[config.mk]
export PLATFORM = sky130hd
export DESIGN_NAME = time_update_ctrl
export DESIGN_NICKNAME = d
export VERILOG_FILES = /design/src/rtl/time_update_ctrl.sv
export SDC_FILE = /design/constraint.sdc
export NUM_CORES = 1
export LEC_CHECK = 0
export ABC_CLOCK_PERIOD_IN_PS = 3600
export CORE_ASPECT_RATIO = 0.8
export CORE_MARGIN = 5
export CORE_UTILIZATION = 60
export CTS_CLUSTER_DIAMETER = 100
export CTS_CLUSTER_SIZE = 10
export DETAILED_ROUTE_END_ITERATION = 8
export PLACE_DENSITY_LB_ADDON = 0.15
export SLEW_MARGIN = 10
export SYNTH_ARGS = -nofsm -noshare
export SYNTH_HDL_FRONTEND = slang
export SYNTH_SLANG_ARGS = --single-unit
[constraint.sdc]
create_clock -name clk -period 3.6 [get_ports clk]
set_input_delay 0.54 -clock clk [delete_from_list [all_inputs] [get_ports clk]]
set_output_delay 0.54 -clock clk [all_outputs]
set_load 0.01 [all_outputs]
[src/rtl/time_update_ctrl.sv]
// time_update_ctrl: arbitrates the 1 Hz tick and three adjust buttons onto the HH:MM:SS BCD digits.
// Define AUTOREPEAT_EN to make held buttons re-increment every REPEAT_DIV cycles.
module time_update_ctrl #(
    parameter int CLK_HZ     = 31_500_000,
    parameter int REPEAT_DIV = 8_000_000
) (
    input  logic       clk,
    input  logic       reset,
    input  logic       adj_hrs,
    input  logic       adj_min,
    input  logic       adj_sec,
    output logic [3:0] sec_u,
    output logic [2:0] sec_d,
    output logic [3:0] min_u,
    output logic [2:0] min_d,
    output logic [3:0] hrs_u,
    output logic [1:0] hrs_d,
    output logic       update
);
    localparam int PW = $clog2(CLK_HZ);

    logic [PW-1:0] pre_q, pre_d;
    logic          tick;
    logic [2:0]    sync1_q, sync2_q, prev_q, pend_q, pend_d;
    logic [2:0]    rise, rep_set, gnt;
    logic [3:0]    sec_u_q, sec_u_d, min_u_q, min_u_d, hrs_u_q, hrs_u_d;
    logic [2:0]    sec_d_q, sec_d_d, min_d_q, min_d_d;
    logic [1:0]    hrs_d_q, hrs_d_d;
    logic          update_q, update_d;
    logic          s59, m59, h23, adv_s, adv_m, adv_h;

    assign tick  = pre_q == PW'(CLK_HZ - 1);
    assign pre_d = tick ? '0 : pre_q + 1'b1;
    assign rise  = sync2_q & ~prev_q;

`ifdef AUTOREPEAT_EN
    localparam int RW = $clog2(REPEAT_DIV);
    // Counting starts the cycle after the edge so the first repeat lands REPEAT_DIV cycles after the press.
    for (genvar g = 0; g < 3; g++) begin : g_rep
        logic [RW-1:0] cnt_q, cnt_d;
        logic          held;
        assign held       = sync2_q[g] & prev_q[g];
        assign rep_set[g] = held & (cnt_q == RW'(REPEAT_DIV - 1));
        assign cnt_d      = held ? (rep_set[g] ? '0 : cnt_q + 1'b1) : '0;
        always_ff @(posedge clk) begin
            cnt_q <= reset ? '0 : cnt_d;
        end
    end
`else
    assign rep_set = '0;
`endif

    // Fixed priority: tick, then hours, minutes, seconds; losers keep their pend bit.
    assign gnt    = tick ? 3'b000 : pend_q[2] ? 3'b100 : pend_q[1] ? 3'b010 : pend_q[0] ? 3'b001 : 3'b000;
    assign pend_d = (pend_q & ~gnt) | rise | rep_set;

    assign s59   = sec_d_q == 3'd5 && sec_u_q == 4'd9;
    assign m59   = min_d_q == 3'd5 && min_u_q == 4'd9;
    assign h23   = hrs_d_q == 2'd2 && hrs_u_q == 4'd3;
    assign adv_s = tick | gnt[0];
    assign adv_m = (tick & s59) | gnt[1];
    assign adv_h = (tick & s59 & m59) | gnt[2];

    always_comb begin
        sec_u_d  = adv_s ? (sec_u_q == 4'd9 ? 4'd0 : sec_u_q + 4'd1) : sec_u_q;
        sec_d_d  = (adv_s && sec_u_q == 4'd9) ? (sec_d_q == 3'd5 ? 3'd0 : sec_d_q + 3'd1) : sec_d_q;
        min_u_d  = adv_m ? (min_u_q == 4'd9 ? 4'd0 : min_u_q + 4'd1) : min_u_q;
        min_d_d  = (adv_m && min_u_q == 4'd9) ? (min_d_q == 3'd5 ? 3'd0 : min_d_q + 3'd1) : min_d_q;
        hrs_u_d  = adv_h ? ((h23 || hrs_u_q == 4'd9) ? 4'd0 : hrs_u_q + 4'd1) : hrs_u_q;
        hrs_d_d  = adv_h ? (h23 ? 2'd0 : hrs_u_q == 4'd9 ? hrs_d_q + 2'd1 : hrs_d_q) : hrs_d_q;
        update_d = tick | (|pend_q);
    end

    always_ff @(posedge clk) begin
        if (reset) begin
            pre_q    <= '0;
            sync1_q  <= '0;
            sync2_q  <= '0;
            prev_q   <= '0;
            pend_q   <= '0;
            sec_u_q  <= '0;
            sec_d_q  <= '0;
            min_u_q  <= '0;
            min_d_q  <= '0;
            hrs_u_q  <= '0;
            hrs_d_q  <= '0;
            update_q <= 1'b0;
        end else begin
            pre_q    <= pre_d;
            sync1_q  <= {adj_hrs, adj_min, adj_sec};
            sync2_q  <= sync1_q;
            prev_q   <= sync2_q;
            pend_q   <= pend_d;
            sec_u_q  <= sec_u_d;
            sec_d_q  <= sec_d_d;
            min_u_q  <= min_u_d;
            min_d_q  <= min_d_d;
            hrs_u_q  <= hrs_u_d;
            hrs_d_q  <= hrs_d_d;
            update_q <= update_d;
        end
    end

    assign sec_u  = sec_u_q;
    assign sec_d  = sec_d_q;
    assign min_u  = min_u_q;
    assign min_d  = min_d_q;
    assign hrs_u  = hrs_u_q;
    assign hrs_d  = hrs_d_q;
    assign update = update_q;
endmodule

==> results of run 1 <==
[final cells by class]
class	count	area, sq um	area share
Inverter	10	37.5	0.0118
Sequential cell	58	1160	0.364
Tap cell	60	75.1	0.0235
Clock inverter	3	17.5	0.00549
Clock buffer	12	135	0.0424
Multi-Input combinational cell	238	1510	0.472
Timing Repair Buffer	26	258	0.0808
[kinds of logic (layout without fill, tap and decap cells)]
kind of cell             Yosys count  in the layout
buffers and inverters             18             51
AND/OR/NAND/NOR                  156            156
flip-flops                        58             58
adder cells (fa/ha/maj)            3              3
AO/OA/AOI/OAI                     50             50
XOR/XNOR                          24             24
multiplexers                       5              5
[cells in the final DEF, fill, tap and decap left out, drive strengths merged, types with 3 or more instances in the layout]
cell,netlist,final
a21oi,17,17
inv,9,9
dfxtp,58,58
nand2b,4,4
clkinv,1,3
xor2,8,8
nand4,10,10
xnor2,16,16
nand2,20,20
or3,3,3
and4,8,8
or4,4,4
nor3,12,12
and3,4,4
clkbuf,5,12
nand3,15,15
nor4,6,6
nor2,39,39
mux2,3,3
ha,3,3
clkdlybuf4s50,0,25
o2111ai,3,3
o21ai,12,12
nor2b,17,17
[power by group through the flow]
stage | registers (mW) | clock network [mW] | logic, mW
CTS | 0.660 | 0.495 | 0.0409
floorplan | 0.673 | 0 | 0.0265
finish | 0.660 | 0.482 | 0.0404
global placement | 0.673 | 0 | 0.0405
global route | 0.661 | 0.522 | 0.0449
detailed placement | 0.674 | 0 | 0.0408
[final timing paths]
| path | startpoint | end | slack [ns] | cells past startpoint |
|---|---|---|---|---|
| worst min register to register | sync1_q[1]$_SDFF_PP0_ | sync2_q[1]$_SDFF_PP0_ | 0.44 | 1 |
| worst min-delay path | sync1_q[1]$_SDFF_PP0_ | sync2_q[1]$_SDFF_PP0_ | 0.44 | 1 |
| worst max-delay path | pre_q[0]$_SDFF_PP0_ | pre_q[12]$_SDFF_PP0_ | 1.20 | 6 |
| worst max register to register | pre_q[0]$_SDFF_PP0_ | pre_q[12]$_SDFF_PP0_ | 1.20 | 6 |
[flip-flops by register name (all words and copies together), names as in the netlist]
register / cells
sec_d: 3
sync1_q: 3
min_d: 3
prev_q: 3
pre_q: 25
hrs_u: 4
update: 1
hrs_d: 2
sec_u: 4
pend_q: 3
sync2_q: 3
min_u: 4
[worst max-delay path, stage by stage, from the launching register on]
cell and delay [ns]:
dfxtp_1 0.41, ha_1 0.25, nand4_1 0.25, nor3_1 0.39, nand2_1 0.21, nand2_1 0.62
nor2_1 0.12
[layer usage]
layer,part of all wire,GRT usage
met5,0,0
met4,0.0064,0.0668
met3,0.063,0.0578
met2,0.43,0.299
met1,0.50,0.275
==> metrics.txt, run 1 <==
CTS clock-pin slew for the worst setup and hold paths=0.06 ns; Pint=0.913 mW; Final TNS setup=0 ns; Synth Area per Inst=8.73 sq um; Setup WS pre-CTS=1.28 ns; Num CTS Buffers=9; Seq pwr share=0.558; CTS tree=done; Synth Area in Simple Gates=0.320; CTS resizes=0; clock latency at the later pin of the worst-skew pair=0.33 ns; Switching Power=0.270 mW; post-DR vias/cell=5.76; Area after DPL=0.00304 sq mm; P&R area growth vs syn=16.3%; CORE AREA=0.00451 sq mm; Startpoint Class=register; Final Hold Fails=0; IO buf count=25; Row Count=22; DR WL/cell=14.3 um; Worst EP arrival=2.59 ns; final weighted congestion of routability-driven global placement=0.810; CTS max path bufs=2; H-Tree Depth=3; CTS Hold Bufs=0; Layout Utilization=0.706; largest family of logic cells by synthesized area=simple AND/OR/NAND/NOR gates; Fmax=416 MHz; WP data required=3.78 ns; full die area=0.00603 sq mm; leakage=1.06 nW; fraction of layout cells with a size suffix above 1=0.0634; Post-Synthesis Cells=314; max_slew headroom=0.492; grt ovf=0; most frequent cells after synthesis=58 x dfxtp_1, 39 x nor2_1, 20 x nand2_1; DR vias=2345; syn nets=322; crit path capture type=register; Die X=85.6 um; # diodes=0; worst-margin pin slew=0.760 ns; design area=0.00319 sq mm; # clock sinks=58; Post-Synth XOR/XNOR Area=0.0767; DRT iter0 DRCs=144; YS warnings=0; Inst Count DP=392; Tmin final=2.40 ns; # DRC=0; hpwl dp=4120 um; register area share after synthesis=0.424; Post-synth EDFFs=0; part of the cycle the worst path needs=0.668; worst hold path class=reg2reg; die height=70.5 um; Clock Skews=0.00573 ns; most common cell in the netlist=dfxtp_1; Pwr Total=1.18 mW; Synth top area share=0.424; final hold slack=0.438 ns; I/O pins=26; Clk pwr share=0.408; multiplexer area fraction after synthesis=0.0196; ys flop type=dfxtp_1; status=completed; nets=351; PwrDens=371 mW/mm^2; first-pass iteration count of the detailed router=4; leading area contributor after synthesis=dfxtp_1; initial antenna violation count=0; post-synthesis adder-cell area fraction=0.0137; # setup viols final=0; Final Slew Violations=0; Post-CTS Setup Inserts=0; RSZ-0062 raised after global routing=no; Non-Filler Instances=407; Final ANT Viol Nets=0; Tot GR Track Use=0.200; final worst slack=1.20 ns; first-pass GRT wire length=9680 um; fill count=392; largest net degree at the start of global routing=35; Compound-Gate Fraction of Synth Area=0.119; vias in the first global route=2118; Max-Cap Viols=0; async set-reset flop share out of synthesis=0; switch share=0.228; Synth area leaders=dfxtp_1 42%, nor2_1 5.3%, xnor2_1 5.1%; Peak VDD IR=0.340 mV; drt total wl=5810 um; combinational share of power=0.034; peak fanout along the critical path=23; register bit total from synthesis=58; critical path class=reg2reg; CTS root buf=clkbuf_8; initial core utilization=0.607; Post-Syn Area=0.00274 sq mm; Synth cell types=51
No activity file was read; power rests on OpenSTA's default activity.
==> run 2: changes to the inputs <==
Settings changed: ABC_CLOCK_PERIOD_IN_PS 3600 to 2300, CORE_UTILIZATION 60 to 57.
Clock period 3.6 ns to 2.3 ns, I/O delays scaled along.
==> run 2 against run 1 <==
  * Total power increased by 83%
  * Global-route usage is 0.56 points higher
  * Non-clock buffer count up 5
  * Count of clock-buffer cells in the layout unchanged
  * Sequential power up 56%
  * Critical endpoint is now sec_d[2]$_SDFFE_PP0P_
  * Highest routed layer unchanged
  * First-iteration DRC count up 27%
  * Core utilization grew 1.2 points
  * Die area grew 4.6%
  * Clock power up 120%
  * Maximum frequency grew 9.4%
  * Critical path depth is 1 lower
  * Via count grew 1.4%
==> metrics.txt, run 2 (synthesis results as in run 1) <==
# clock sinks=58; DRT iter0 DRCs=183; CORE AREA=0.00462 sq mm; Fmax=455 MHz; initial antenna violation count=0; max_slew headroom=0.553; Critical-path top delay cell=or4b_4; PwrDens=651 mW/mm^2; DR WL/cell=14.4 um; I/O pins=26; Reg-to-Reg Start=pre_q[17]$_SDFF_PP0_; FF-to-FF setup slack=0.10 ns; crit path capture type=register; min-delay src=sync1_q[1]$_SDFF_PP0_; critical path class=reg2reg; full die area=0.00631 sq mm; # setup viols final=0; Final ANT Viol Nets=0; WP data required=2.56 ns; critical path endpoint=sec_d[2]$_SDFFE_PP0P_; Post-CTS Setup Inserts=0; r2r endpoint=sec_d[2]$_SDFFE_PP0P_; Max-Cap Viols=0; post-DR vias/cell=5.76; Pwr Total=2.16 mW; CTS root buf=clkbuf_8; Reg2Reg Depth=5; Non-Filler Instances=413; max reg flops=25; Top reg by flops=pre_q; # DRC=0; worst hold path class=reg2reg; vias in the first global route=2190; most common cell after layout, fill and taps aside=dfxtp_1; worst-margin pin slew=0.665 ns; RSZ-0062 raised after global routing=no; CTS Hold Bufs=0; CTS clock-pin slew for the worst setup and hold paths=0.06 ns; DR vias=2378; Clock Skews=0.00492 ns; most frequent cells in the layout=58 x dfxtp_1, 39 x nor2_1, 25 x clkdlybuf4s50_1; part of the cycle the worst path needs=0.956; Inst Count DP=397; Setup WS pre-CTS=0.143 ns; Tot GR Track Use=0.206; Row Count=22; hpwl dp=4090 um; final worst slack=0.102 ns; CTS max path bufs=2; initial core utilization=0.593; nets=356; fraction of layout cells with a size suffix above 1=0.0878; status=completed; Final Slew Violations=0; H-Tree Depth=3; final weighted congestion of routability-driven global placement=0.803; Worst EP arrival=2.46 ns; drt total wl=5930 um; largest net degree at the start of global routing=35; Startpoint Class=register; die height=72.0 um; Final Hold Fails=0; grt ovf=0; Max stage delay on crit path=0.58 ns; first-pass iteration count of the detailed router=4; Final TNS setup=0 ns; CTS resizes=0; clock latency at the later pin of the worst-skew pair=0.33 ns; Tmin final=2.20 ns; worst path cell trace=or4b_4 -> nor3_4 -> a22oi_2 -> or4b_1 -> a21oi_1; CP startpoint=pre_q[17]$_SDFF_PP0_; Num CTS Buffers=9; CTS tree=done; IO buf count=25; first-pass GRT wire length=10300 um; Die X=87.5 um; peak fanout along the critical path=13; P&R area growth vs syn=21.1%; Peak VDD IR=0.563 mV; leakage=1.13 nW; # diodes=0
[run 2: cell types whose count changed in the layout (fill, tap and decap cells not counted), moves of 2 or more]
cell       delta
buf_4         +4
bufinv_16     +2
clkbuf_1      -2
clkbuf_8      +2
[run 2: critical path: cells and delay by family (launching register included)]
kind            cells  cell delay (ns)
simple gates        3             1.41
compound gates      2             0.36
flops               1             0.36
[run 2: stage by stage]
stage	hold WS, ns	util	area, sq um
finish	0.447	0.718	3320
global route	0.471	0.718	3320
CTS	0.452	0.717	3320
detailed placement	0.435	0.667	3090
global placement	0.417	0.667	3090
floorplan	0.414	-	2740
[run 2: worst min path at each step]
stage,slack [ns],depth (start not counted),endpoint
6_report,0.45,1,sync2_q[1]$_SDFF_PP0_
5_1_grt,0.47,1,sync2_q[1]$_SDFF_PP0_
4_1_cts,0.45,1,sync2_q[0]$_SDFF_PP0_
3_5_place_dp,0.43,1,sync2_q[1]$_SDFF_PP0_
3_3_place_gp,0.42,1,sync2_q[0]$_SDFF_PP0_
2_1_floorplan,0.41,1,sync2_q[0]$_SDFF_PP0_
[run 2: area by class of cell]
cell class | count | area [sq um]
Clock buffer | 12 | 155
Clock inverter | 4 | 73.8
Fill cell | 368 | 1300
Inverter | 10 | 37.5
Multi-Input combinational cell | 238 | 1510
Sequential cell | 58 | 1160
Tap cell | 60 | 75.1
Timing Repair Buffer | 31 | 308
[run 2: per-layer routing]
metal	up-vias	share of wire	track usage
li1	1196	-	-
met1	1103	0.50	0.292
met2	71	0.43	0.300
met3	8	0.057	0.0522
met4	0	0.015	0.0767
met5	-	0	0
[run 2: power by group]
part | switching (mW) | internal (mW) | leakage (nW)
registers | 0.0118 | 1.02 | 0.470
clock network | 0.389 | 0.669 | 0.117
logic | 0.0381 | 0.0322 | 0.549
total | 0.439 | 1.72 | 1.13
==> run 3: changes to the inputs <==
Settings changed: CORE_MARGIN 5 to 10.
==> run 3 against run 2 <==
  * Maximum frequency increased by 0.99%
  * Via count is 1.6% higher
  * Clock power down 17%
==> metrics.txt, run 3 (synthesis results as in run 1) <==
status=completed; max_slew headroom=0.509; RSZ-0062 raised after global routing=yes; grt ovf=0; final weighted congestion of routability-driven global placement=0.799; DR vias=2416; I/O pins=26; first-pass GRT wire length=10600 um; CTS clock-pin slew for the worst setup and hold paths=0.07 ns; Final TNS setup=0 ns; Pwr Total=1.98 mW; leakage=1.11 nW; fill count=374; H-Tree Depth=3; combinational share of power=0.036; CTS max path bufs=2; most common cell after layout, fill and taps aside=dfxtp_1; Reg2Reg Depth=5; design area=0.00328 sq mm; max reg flops=25; min-delay src=sync1_q[0]$_SDFF_PP0_; Worst Hold End=sync2_q[0]$_SDFF_PP0_; die height=82.0 um; part of the cycle the worst path needs=0.946; Inst Count DP=397; # DRC=0; IO buf count=25; CTS tree=done; nets=357; largest net degree at the start of global routing=35; DR WL/cell=15.3 um; Row Count=22; Num CTS Buffers=9; fraction of layout cells with a size suffix above 1=0.0847; Switching Power=0.433 mW; PwrDens=604 mW/mm^2; FF-to-FF setup slack=0.12 ns; switch share=0.218; full die area=0.00800 sq mm; most frequent cells in the layout=58 x dfxtp_1, 39 x nor2_1, 25 x clkdlybuf4s50_1; Peak VDD IR=0.497 mV; # diodes=0; final worst slack=0.124 ns; # clock sinks=58; Clk pwr share=0.443; Fmax=460 MHz; initial core utilization=0.593; post-DR vias/cell=5.84; first-pass iteration count of the detailed router=4; Final Hold Fails=0; Layout Utilization=0.710; Tmin final=2.18 ns; drt total wl=6340 um; Non-Filler Instances=414; Clock Skews=0.00610 ns; Worst EP arrival=2.44 ns; crit path capture type=register; hold-critical path depth=1; WP data required=2.57 ns; Final ANT Viol Nets=0; vias in the first global route=2183; r2r endpoint=sec_d[2]$_SDFFE_PP0P_; DRT iter0 DRCs=132; Seq pwr share=0.521; final hold slack=0.441 ns; # setup viols final=0; Reg-to-Reg Start=pre_q[17]$_SDFF_PP0_; peak fanout along the critical path=13; CTS root buf=clkbuf_8; Final Slew Violations=0; Max-Cap Viols=0; Die X=97.5 um; hpwl dp=4400 um; Setup WS pre-CTS=0.118 ns; CORE AREA=0.00462 sq mm; P&R area growth vs syn=19.7%; Startpoint Class=register; Top reg by flops=pre_q; initial antenna violation count=0; worst hold path class=reg2reg; critical path class=reg2reg; Pint=1.55 mW; clock latency at the later pin of the worst-skew pair=0.34 ns; Area after DPL=0.00309 sq mm; worst-margin pin slew=0.730 ns; Tot GR Track Use=0.160
run 3: changes by cell type in the layout (fill, tap and decap cells not counted):
| cell | delta |
|---|---|
| buf_4 | +1 |
| clkbuf_8 | -2 |
| o21ai_1 | -1 |
| clkinv_4 | -1 |
| o21ai_2 | +1 |
| clkinv_2 | +1 |
| clkbuf_1 | +3 |
| bufinv_16 | -1 |
run 3: critical path, stage by stage, from the launching register on:
cell	delay [ns]
dfxtp_1	0.36
or4b_4	0.57
nor3_4	0.28
a22oi_2	0.21
or4b_1	0.55
a21oi_1	0.14
run 3: power groups by stage:
stage / sequential (mW) / combinational, mW / clock (mW)
finish: 1.03 / 0.0714 / 0.879
global route: 1.03 / 0.0795 / 0.950
CTS: 1.03 / 0.0720 / 0.898
detailed placement: 1.05 / 0.0714 / 0
global placement: 1.05 / 0.0701 / 0
floorplan: 1.05 / 0.0415 / 0
run 3: what timing repair did:
action | in CTS | in global routing
resized for setup | 0 | 2
hold buffers | 0 | 0
endpoints found under the setup margin | 0 | 6
setup buffers | 0 | 1
run 3: worst max-delay path by stage:
stage	start	to	slack, ns	cells after the start
CTS	pre_q[1]$_SDFF_PP0_	sec_d[2]$_SDFFE_PP0P_	0.11	6
global route	pre_q[1]$_SDFF_PP0_	sec_d[2]$_SDFFE_PP0P_	-0.009	6
global placement	pre_q[1]$_SDFF_PP0_	min_d[1]$_SDFFE_PP0P_	0.19	6
detailed placement	pre_q[1]$_SDFF_PP0_	sec_d[2]$_SDFFE_PP0P_	0.12	6
floorplan	pre_q[0]$_SDFF_PP0_	min_d[1]$_SDFFE_PP0P_	0.33	6
finish	pre_q[17]$_SDFF_PP0_	sec_d[2]$_SDFFE_PP0P_	0.12	5
run 3: layout make-up:
| type | instances | area, sq um | area share |
|---|---|---|---|
| multi-input combinational | 238 | 1510 | 0.461 |
| clock inverter | 3 | 40.0 | 0.0122 |
| inverter | 10 | 37.5 | 0.0114 |
| tap | 60 | 75.1 | 0.0229 |
| clock buffer | 13 | 139 | 0.0423 |
| timing repair buffer | 32 | 315 | 0.0961 |
| sequential | 58 | 1160 | 0.354 |
run 3: per-layer routing:
layer | GRT usage | routed length (um) | up-vias
met5 | 0 | 0 | -
met3 | 0.0680 | 534 | 5
li1 | - | - | 1199
met4 | 0.0464 | 48 | 0
met1 | 0.213 | 3030 | 1132
met2 | 0.230 | 2720 | 80
